==> config.mk <==
export PLATFORM = sky130hd
export DESIGN_NAME = sram_port_ctrl
export DESIGN_NICKNAME = d
export VERILOG_FILES = /design/src/rtl/sram_port_ctrl_defs.sv /design/src/rtl/sram_rsp_fifo.sv /design/src/rtl/sram_port_ctrl.sv
export SDC_FILE = /design/constraint.sdc
export NUM_CORES = 1
export LEC_CHECK = 0
export ABC_AREA = 1
export CAP_MARGIN = 20
export CORE_MARGIN = 8
export CORE_UTILIZATION = 53
export CTS_CLUSTER_DIAMETER = 150
export DETAILED_ROUTE_END_ITERATION = 10
export PLACE_DENSITY = 0.82
export SYNTH_ARGS = -nofsm -noshare
export SYNTH_HDL_FRONTEND = slang
export SYNTH_SLANG_ARGS = --single-unit
==> constraint.sdc <==
create_clock -name clk0 -period 3.15 [get_ports clk0]
set_input_delay 0.63 -clock clk0 [delete_from_list [all_inputs] [get_ports clk0]]
set_output_delay 0.63 -clock clk0 [all_outputs]
set_load 0.01 [all_outputs]
==> src/rtl/sram_port_ctrl_defs.sv <==
// Shared constants for the SRAM port controller.
// Opcode encoding and credit counter sizing.
package sram_port_ctrl_defs;

  localparam logic OP_READ  = 1'b0;
  localparam logic OP_WRITE = 1'b1;

  function automatic int credit_w(input int depth);
    return $clog2(depth + 1);
  endfunction

endpackage

==> src/rtl/sram_rsp_fifo.sv <==
// Read-response FIFO between the macro capture flop and rsp_*.
// Push and pop in the same edge are legal when full or empty.
module sram_rsp_fifo
  import sram_port_ctrl_defs::*;
#(
  parameter int DATA_WIDTH = 2,
  parameter int DEPTH      = 4,
  localparam int AW        = $clog2(DEPTH),
  localparam int CW        = credit_w(DEPTH)
) (
  input  logic                  clk,
  input  logic                  rst_n,
  input  logic                  push,
  input  logic [DATA_WIDTH-1:0] wdata,
  input  logic                  pop,
  output logic [DATA_WIDTH-1:0] rdata,
  output logic                  full,
  output logic                  empty,
  output logic [CW-1:0]         count
);

  logic [DATA_WIDTH-1:0] mem [DEPTH];
  logic [AW-1:0]         wr_ptr;
  logic [AW-1:0]         rd_ptr;
  logic                  do_pop;
  logic                  do_push;

  assign full    = (count == CW'(DEPTH));
  assign empty   = (count == '0);
  assign do_pop  = pop && !empty;
  assign do_push = push && (!full || do_pop);
  assign rdata   = mem[rd_ptr];

  always_ff @(posedge clk or negedge rst_n) begin
    if (!rst_n) begin
      wr_ptr <= '0;
      rd_ptr <= '0;
      count  <= '0;
      for (int i = 0; i < DEPTH; i++) begin
        mem[i] <= '0;
      end
    end else begin
      if (do_push) begin
        mem[wr_ptr] <= wdata;
        wr_ptr      <= wr_ptr + 1'b1;
      end
      if (do_pop) begin
        rd_ptr <= rd_ptr + 1'b1;
      end
      unique case (1'b1)
        do_push && !do_pop: count <= count + 1'b1;
        do_pop && !do_push: count <= count - 1'b1;
        default:            count <= count;
      endcase
    end
  end

  no_overflow: assert property (
    @(posedge clk) disable iff (!rst_n)
    !(push && full && !pop)
  );

endmodule

==> src/rtl/sram_port_ctrl.sv <==
// Request sequencer for a single-port OpenRAM macro.
// Registered pin drives, two-stage read pipe, credit-limited responses.
module sram_port_ctrl
  import sram_port_ctrl_defs::*;
#(
  parameter int DATA_WIDTH = 2,
  parameter int ADDR_WIDTH = 4,
  parameter int RSP_DEPTH  = 4
) (
  input  logic                  clk0,
  input  logic                  rst0_n,
  input  logic                  req_valid,
  output logic                  req_ready,
  input  logic                  req_we,
  input  logic [ADDR_WIDTH-1:0] req_addr,
  input  logic [DATA_WIDTH-1:0] req_wdata,
  output logic                  rsp_valid,
  input  logic                  rsp_ready,
  output logic [DATA_WIDTH-1:0] rsp_rdata,
  output logic                  csb0,
  output logic                  web0,
  output logic [ADDR_WIDTH-1:0] addr0,
  output logic [DATA_WIDTH-1:0] din0,
  input  logic [DATA_WIDTH-1:0] dout0
);

  localparam int CW = credit_w(RSP_DEPTH);

  logic          rd_p1;
  logic          rd_p2;
  logic          accept;
  logic          fifo_full;
  logic          fifo_empty;
  logic [CW-1:0] fifo_count;
  logic [CW-1:0] outstanding;

  // Every read holds a credit from accept until its response pops.
  assign outstanding = CW'(rd_p1) + CW'(rd_p2) + fifo_count;
  assign req_ready   = rst0_n && (outstanding < CW'(RSP_DEPTH));
  assign accept      = req_valid && req_ready;
  assign rsp_valid   = !fifo_empty;

  always_ff @(posedge clk0 or negedge rst0_n) begin
    if (!rst0_n) begin
      csb0  <= 1'b1;
      web0  <= 1'b1;
      addr0 <= '0;
      din0  <= '0;
      rd_p1 <= 1'b0;
      rd_p2 <= 1'b0;
    end else begin
      csb0  <= !accept;
      web0  <= !(accept && req_we == OP_WRITE);
      rd_p1 <= accept && req_we == OP_READ;
      rd_p2 <= rd_p1;
      if (accept) begin
        addr0 <= req_addr;
      end
      if (accept && req_we == OP_WRITE) begin
        din0 <= req_wdata;
      end
    end
  end

  // dout0 is valid only at the edge where rd_p2 is set.
  sram_rsp_fifo #(
    .DATA_WIDTH (DATA_WIDTH),
    .DEPTH      (RSP_DEPTH)
  ) u_rsp_fifo (
    .clk   (clk0),
    .rst_n (rst0_n),
    .push  (rd_p2),
    .wdata (dout0),
    .pop   (rsp_ready),
    .rdata (rsp_rdata),
    .full  (fifo_full),
    .empty (fifo_empty),
    .count (fifo_count)
  );

  no_inflight_when_full: assert property (
    @(posedge clk0) disable iff (!rst0_n)
    fifo_full |-> !(rd_p1 || rd_p2)
  );

endmodule

Word-level counts from Yosys, hierarchy flattened
Index checks and enable logic that the tools add are counted.
{"block": "word_totals", "regBits": 25, "latchBits": 0, "ram_bits": 0, "mem_bits_ro": 0, "input_bits": 13, "output_inout_bits": 12, "wordCells": 52, "mem_count": 0}
{"block": "op_classes", "add_sub_neg": 6, "n_mul": 0, "n_div": 0, "order_cmp": 4, "n_eq_ne": 1, "n_shift": 0, "muxes": 7, "bitwise": 3, "n_reduce_logical": 18}
{"operator": "logical AND 1 bit", "count": 9}
{"operator": "bitwise mux 8 bit", "count": 1}
{"operator": "greater-or-equal comparator 3 bit (second input constant)", "count": 2}
{"operator": "zero test 1 bit", "count": 6}
{"operator": "2-to-1 mux 2 bit", "count": 3}
{"operator": "NOT 2 -> 3 bit", "count": 2}
{"operator": "one-hot mux 3 bit (2 select lines)", "count": 1}
{"operator": "adder 2 x 1 -> 2 bit (second input constant)", "count": 2}
{"operator": "binary-select mux 2 bit (select 2 bit)", "count": 1}
{"operator": "demux 2 bit (select 2 bit)", "count": 1}
{"operator": "adder 2 x 3 -> 3 bit", "count": 1}
{"operator": "adder 3 x 1 -> 3 bit (second input constant)", "count": 1}
{"operator": "== test 3 bit (second input constant)", "count": 1}
{"operator": "zero test 3 bit", "count": 1}
{"operator": "less-than comparator 3 x 1 -> 1 bit (second input constant)", "count": 1}
{"operator": "less-than comparator 3 bit (second input constant)", "count": 1}
{"operator": "subtractor 3 x 1 -> 3 bit (second input constant)", "count": 1}
{"operator": "adder 1 x 1 -> 2 bit", "count": 1}
{"operator": "nonzero test 2 bit", "count": 1}
{"operator": "logical OR 1 bit", "count": 1}
{"operator": "NOT 1 bit", "count": 1}

Depth between registers and ports, before layout
Gate-level depths: netlist (run 1).
{"block": "logic_depth", "ltp_word": 8, "ltp_mapped": 11, "depth_no_buf": 11}

Cells and area by module
A second synthesis (run 1) with hierarchy kept.
{"block": "hier_totals", "hier_cells": 138, "area_unflattened_um2": 1286.2}
{"module": "sram_rsp_fifo", "n_inst": 1, "cells_each": 96, "area_per_inst_um2": 827.0, "seq_area_each_um2": 375.4}
{"module": "sram_port_ctrl", "n_inst": 1, "cells_each": 42, "area_per_inst_um2": 459.2, "seq_area_each_um2": 252.7}

Worst setup path after synthesis (run 1)
No wires, ideal clock.
{"block": "synth_timing", "path_kind": "register to output", "from": "register u_rsp_fifo.count[0]", "to": "output port req_ready", "arrival_time_ns": 1.129, "required_ns": 2.520, "setup_slack_ns": 1.391, "stages_incl_launch_ff": 7, "n_path_buf": 0, "path_cell_list": "dfrtp_1 ha_1 nand2_2 nand2_2 nand3_1 nand2_2 nor2_8"}
{"block": "synth_between", "elab_chain_cells": 3}
{"item": "start: declaration", "line_no": "sram_rsp_fifo.sv:19", "text": "output logic [CW-1:0] count"}
{"item": "start signal: assignment", "line_no": "sram_rsp_fifo.sv:51", "text": "do_push && !do_pop: count <= count + 1'b1;"}
{"item": "start signal: assignment", "line_no": "sram_rsp_fifo.sv:52", "text": "do_pop && !do_push: count <= count - 1'b1;"}
{"item": "start signal: assignment", "line_no": "sram_rsp_fifo.sv:53", "text": "default: count <= count;"}
{"item": "adder 2 x 3 -> 3 bit", "line_no": "sram_port_ctrl.sv:38", "text": "assign outstanding = CW'(rd_p1) + CW'(rd_p2) + fifo_count;"}
{"item": "less-than comparator 3 bit", "line_no": "sram_port_ctrl.sv:39", "text": "assign req_ready = rst0_n && (outstanding < CW'(RSP_DEPTH));"}
{"item": "logical AND 1 bit", "line_no": "sram_port_ctrl.sv:39"}
{"item": "end: declaration", "line_no": "sram_port_ctrl.sv:13", "text": "output logic req_ready,"}
Every way passes these cells.

Final worst setup path (run 1)
Same ends and word-level chain as after synthesis.

==> results of run 1 <==
==> cell usage in the layout, fill, tap and decap left out <==
cell / count
dfstp_2: 2
buf_4: 1
nand2_2: 6
ha_1: 5
xor2_1: 3
nor2_2: 1
clkdlybuf4s50_1: 24
nand3_1: 6
nand2_1: 30
dfrtp_1: 23
inv_1: 12
nand3_4: 1
nor2_1: 9
inv_2: 2
a21oi_2: 1
nand3_2: 2
fa_1: 1
nand2_4: 3
clkinv_2: 1
clkbuf_4: 3
o21ai_0: 13
a21oi_1: 1
o22ai_1: 2
nand4_1: 2
nor2_8: 1
==> registers in the layout, summed over array words and instances (netlist names) <==
name and cells:
u_rsp_fifo.mem 8, addr0 4, u_rsp_fifo.count 3, din0 2, u_rsp_fifo.rd_ptr 2, u_rsp_fifo.wr_ptr 2, csb0 1, rd_p1 1
rd_p2 1, web0 1
==> through the flow <==
| step | setup slack (ps) | utilization | power [W] | hold slack, ps |
|---|---|---|---|---|
| after detailed placement | 529.3 | 0.6790 | 0.001180 | 369.3 |
| final | 420.4 | 0.6916 | 0.001313 | 396.0 |
| after global routing | 278.6 | 0.6916 | 0.001430 | 413.4 |
| after floorplan | 1391 | - | 0.0009133 | 334.4 |
| after CTS | 379.7 | 0.6916 | 0.001330 | 400.6 |
| after global placement | 521.9 | 0.6790 | 0.001144 | 366.2 |
==> layer usage <==
layer	global-route usage	wire length, um	vias to the layer above
met4	0.05850	27	0
met5	0	0	-
met1	0.1340	1026	434
met3	0.06098	221	4
met2	0.2108	1107	23
li1	-	-	459
==> cells by family after synthesis <==
family	synth area share
adders and majority gates	0.06825
DFF	0.5191
buffers and inverters	0.04757
AOI/OAI and AO/OA	0.07548
and+or+nand+nor	0.2678
xor gates and xnor gates	0.02172
==> power groups by stage <==
stage | registers [W] | logic [W] | clock network, W
3_5_place_dp | 0.000575 | 0.000605 | 0
6_report | 0.000569 | 0.000603 | 0.000141
4_1_cts | 0.000569 | 0.000612 | 0.000150
2_1_floorplan | 0.000571 | 0.000342 | 0
5_1_grt | 0.000588 | 0.000685 | 0.000158
3_3_place_gp | 0.000567 | 0.000577 | 0
==> path summary, 6_finish.rpt <==
kind | from | to
max | u_rsp_fifo.count[0] | req_ready
min | rd_p1 | rd_p2
max reg2reg | u_rsp_fifo.count[1] | u_rsp_fifo.count[2]
min reg2reg | rd_p1 | rd_p2
max in group asynchronous | rst0_n | web0
min in group asynchronous | rst0_n | u_rsp_fifo.rd_ptr[1]
==> critical path: cells and delay by family, from the launching register on <==
kind,cells,cell delay (ps)
flip-flops,1,450
AND/OR/NAND/NOR,5,460
buffers and inverters,1,570
adder cells (fa/ha/maj),1,310
==> area by class of cell <==
class / instances / area (um2) / share of cell area
sequential: 25 / 628.1 / 0.4145
multi-input combinational: 87 / 524.3 / 0.3460
timing repair buffer: 25 / 247.7 / 0.1635
inverter: 14 / 52.55 / 0.03468
tap: 28 / 35.03 / 0.02312
clock buffer: 3 / 22.52 / 0.01486
clock inverter: 1 / 5.005 / 0.003303
==> results.toml, run 1 <==
[worst_setup_path]
endpoint_kind = "primary output"
rrSetupSlack_ps = 1480
worstPathRequired_ps = 2520
arrival_ps = 2100
crit_path_max_fanout = 9
cpMostUsedCell = "nand2_2"
startpoint_type = "flop"
crit_slowest_cell = "clkdlybuf4s50_1"
rr_worst_depth = 9
crit_chain = "ha_1 > nand2_2 > nand2_2 > nand3_1 > nand2_2 > nor2_8 > clkdlybuf4s50_1"
critPathMaxStageDelay_ps = 570
critPathKind = "flop to primary output"

[die]
die_h_um = 63.78
die_w_um = 63.78
fp-row-count = 17
core_um2 = 2191
die-area_um2 = 4068
start_util = 0.5523
io_pins = 25

[status]
status = "finished clean"

[cells_and_area]
drive_gt1_frac = 0.1548
syn_to_final_growth_pct = 25.23
nNetsFinal = 175
fin_cells = 183
n_fill_cell = 189
diodes = 0
fin_area_um2 = 1515

[cts]
cts.sink_count = 25
cts_inserted_buffers = 3
cts_tree = "built"
post_cts_buffers = 0
cts_resized = 0
cts.clk_slew.worst_paths_ps = 130
cts-root-buf = "clkbuf_4"
htreeDepth = 1
cts_buffer_depth = 2
ctsHoldBuffers = 0
clk_latency_ps = 320

[placement]
postPlaceCellArea_um2 = 1488
hpwl_mm = 1.880
finalWeightedCongestion = 0.7852
port_buffers = 24
dp.cells = 179

[yosys]
yosysMostFrequentCell = "nand2_1"
ys_types = 22
syn_area_um2 = 1210
seq_area_frac_synth = 0.5191
synth_ff_type = "dfrtp_1"
postSynth.asyncResetShare = 1.000
synth_area_leaders = "dfrtp_1 (48%), nand2_1 (9.3%), o21ai_0 (5.4%), ha_1 (5.2%), dfstp_2 (4.3%)"
ys_ff_latch = 25
synth_common_cells = "nand2_1 (30), dfrtp_1 (23), o21ai_0 (13)"
yosys.area.top_type = "dfrtp_1"
ys_warn_count = 0
synth_area_per_cell_um2 = 9.527
synth_top_area_frac = 0.4757
syn_nets = 146
synthCells = 127
synth_edf_count = 0

[pwr]
vdd_drop_max_mv = 0.5530
p_switching_w = 0.0005146
netSwitchingFraction = 0.3920
p_leak_nw = 0.7372
power_frac_seq = 0.434
clock_power_share = 0.107
power_density_nw_per_um2 = 866.4
internal_power_w = 0.0007981
combPwrFrac = 0.459

[route]
totalWireLength_mm = 2.383
vias_per_cell = 5.027
drcViolationCount = 0
vias = 920
wl_per_cell_um = 13.02
drt_pass1_iterations = 4
drt_iter0_markers = 26
ant_nets = 0

[worst_hold_path]
min_path_cells = 0
min_path_type = "flop to flop"

[timing]
finClkSkew_ps = 6.900
max_freq_ghz = 0.3664
fin_crit_ps = 2730
setup_viol = 0
hold_viol = 0
rsz0062_at_grt = "no"
worst_pin_slew_ps = 380.6
post-route-period-util = 0.8665
final_max_slew_viol_count = 0
tns_ps = 0
slew_headroom = 0.7455

[global_routing]
grt_max_degree = 26
overflow = 0
grt_pass1_wl_mm = 4.291
track_usage = 0.1273
grt_pass1_vias = 1017
antenna_found_initial = 0

[run]
cap_violations = 0
Power figures use the tool's default switching activity.
==> run 2: changes to the inputs <==
Settings changed: TNS_END_PERCENT set to 1.
==> results of run 2 <==
The final DEF is identical to that of run 1; final timing and power are the same.
==> run 3: changes to the inputs <==
Settings changed: CORE_UTILIZATION 53 to 50, PLACE_DENSITY 0.82 to 0.78.
==> results.toml, run 3 (synthesis gave the netlist of run 1 again) <==
[die]
die_h_um = 65.19
die-area_um2 = 4250
fp-row-count = 18
die_w_um = 65.19
start_util = 0.5068
core_um2 = 2387
io_pins = 25

[timing]
fin_crit_ps = 2754
rsz0062_at_grt = "no"
slew_headroom = 0.7504
finClkSkew_ps = 7.216
hold_viol = 0
final_max_slew_viol_count = 0
tns_ps = 0
max_freq_ghz = 0.3631
post-route-period-util = 0.8742
worst_pin_slew_ps = 373.2
setup_viol = 0

[worst_hold_path]
min_path_type = "flop to flop"

[run]
cap_violations = 0

[cts]
cts_inserted_buffers = 3
htreeDepth = 1
cts.sink_count = 25
ctsHoldBuffers = 0
cts_resized = 0
cts_buffer_depth = 2
cts_tree = "built"
cts.clk_slew.worst_paths_ps = 130
cts-root-buf = "clkbuf_4"
post_cts_buffers = 0
clk_latency_ps = 320

[placement]
finalWeightedCongestion = 0.7769
hpwl_mm = 1.881
postPlaceCellArea_um2 = 1490
port_buffers = 24

[cells_and_area]
nNetsFinal = 175
final_common_cell = "nand2_1"
largest_register_ffs = 8
fin_area_um2 = 1518
final_cell_mix = "nand2_1 (30), clkdlybuf4s50_1 (24), dfrtp_1 (23)"
top_register = "u_rsp_fifo.mem"
syn_to_final_growth_pct = 25.44
reg.largest.list = "u_rsp_fifo.mem x8, addr0 x4, u_rsp_fifo.count x3"
diodes = 0
drive_gt1_frac = 0.1548

[global_routing]
grt_pass1_wl_mm = 4.298
overflow = 0
track_usage = 0.1251
grt_pass1_vias = 1001
antenna_found_initial = 0
grt_max_degree = 26

[pwr]
power_density_nw_per_um2 = 862.7
vdd_drop_max_mv = 0.5419
netSwitchingFraction = 0.3899
p_switching_w = 0.0005105
power_frac_seq = 0.435
internal_power_w = 0.0007989
combPwrFrac = 0.457
p_leak_nw = 0.7372
clock_power_share = 0.108

[worst_setup_path]
critPathKind = "flop to primary output"
arrival_ps = 2120
endpoint_kind = "primary output"
startpoint_type = "flop"
worstPathRequired_ps = 2520
crit_path_max_fanout = 9

[route]
drt_pass1_iterations = 4
ant_nets = 0
totalWireLength_mm = 2.365
drcViolationCount = 0
vias = 908
wl_per_cell_um = 12.78
vias_per_cell = 4.908
drt_iter0_markers = 60

[status]
status = "finished clean"
## run 3: cell counts in the layout (fill, tap and decap cells not counted)
No cell type changed its count.
## run 3: per-layer routing
metal	wire (um)	vias up	part of all wire	global-route usage
li1	-	457	-	-
met1	1061	424	0.45	0.1451
met2	1144	23	0.48	0.2103
met3	123	4	0.052	0.03231
met4	35	0	0.015	0.05995
met5	0	-	0	0
## run 3: power groups by stage
| stage | combinational [W] | clock [W] | sequential, W |
|---|---|---|---|
| after global placement | 0.000578 | 0 | 0.000566 |
| after CTS | 0.000612 | 0.000148 | 0.000569 |
| after detailed placement | 0.000605 | 0 | 0.000574 |
| final | 0.000598 | 0.000141 | 0.000570 |
| after global routing | 0.000682 | 0.000159 | 0.000592 |
| after floorplan | 0.000342 | 0 | 0.000571 |
## run 3: layout make-up
type | count | area [um2]
Fill cell | 225 | 869.6
Multi-Input combinational cell | 87 | 524.3
Clock buffer | 3 | 22.52
Clock inverter | 1 | 5.005
Inverter | 14 | 52.55
Tap cell | 30 | 37.54
Sequential cell | 25 | 628.1
Timing Repair Buffer | 25 | 247.7
## run 3: stage by stage
stage                      power, W  setup WS, ps    util  hold WS (ps)  instances
final                      0.001309         396.3  0.6357         417.2        185
after CTS                  0.001329         373.1  0.6357         405.6        185
after global placement     0.001145         512.9  0.6242         367.0        181
after global routing       0.001433         267.3  0.6357         436.5        185
after detailed placement   0.001179         522.8  0.6242         375.7        181
after floorplan           0.0009133          1391       -         334.4        127
## run 3: final timing paths
path,slack [ps],cells past startpoint,endpoint,startpoint
max in group asynchronous,2120,2,web0,rst0_n
worst min register to register,420,0,rd_p2,rd_p1
min in group asynchronous,750,2,u_rsp_fifo.wr_ptr[0],rst0_n
worst min-delay path,420,0,rd_p2,rd_p1
worst max-delay path,400,7,req_ready,u_rsp_fifo.count[0]
worst max register to register,1470,9,u_rsp_fifo.count[2],u_rsp_fifo.count[1]
## run 3: critical path, cell delays in order, from the launching register on
cell             delay (ps)
dfrtp_1                 450
ha_1                    310
nand2_2                  80
nand2_2                  60
nand3_1                  80
nand2_2                  90
nor2_8                  170
clkdlybuf4s50_1         570
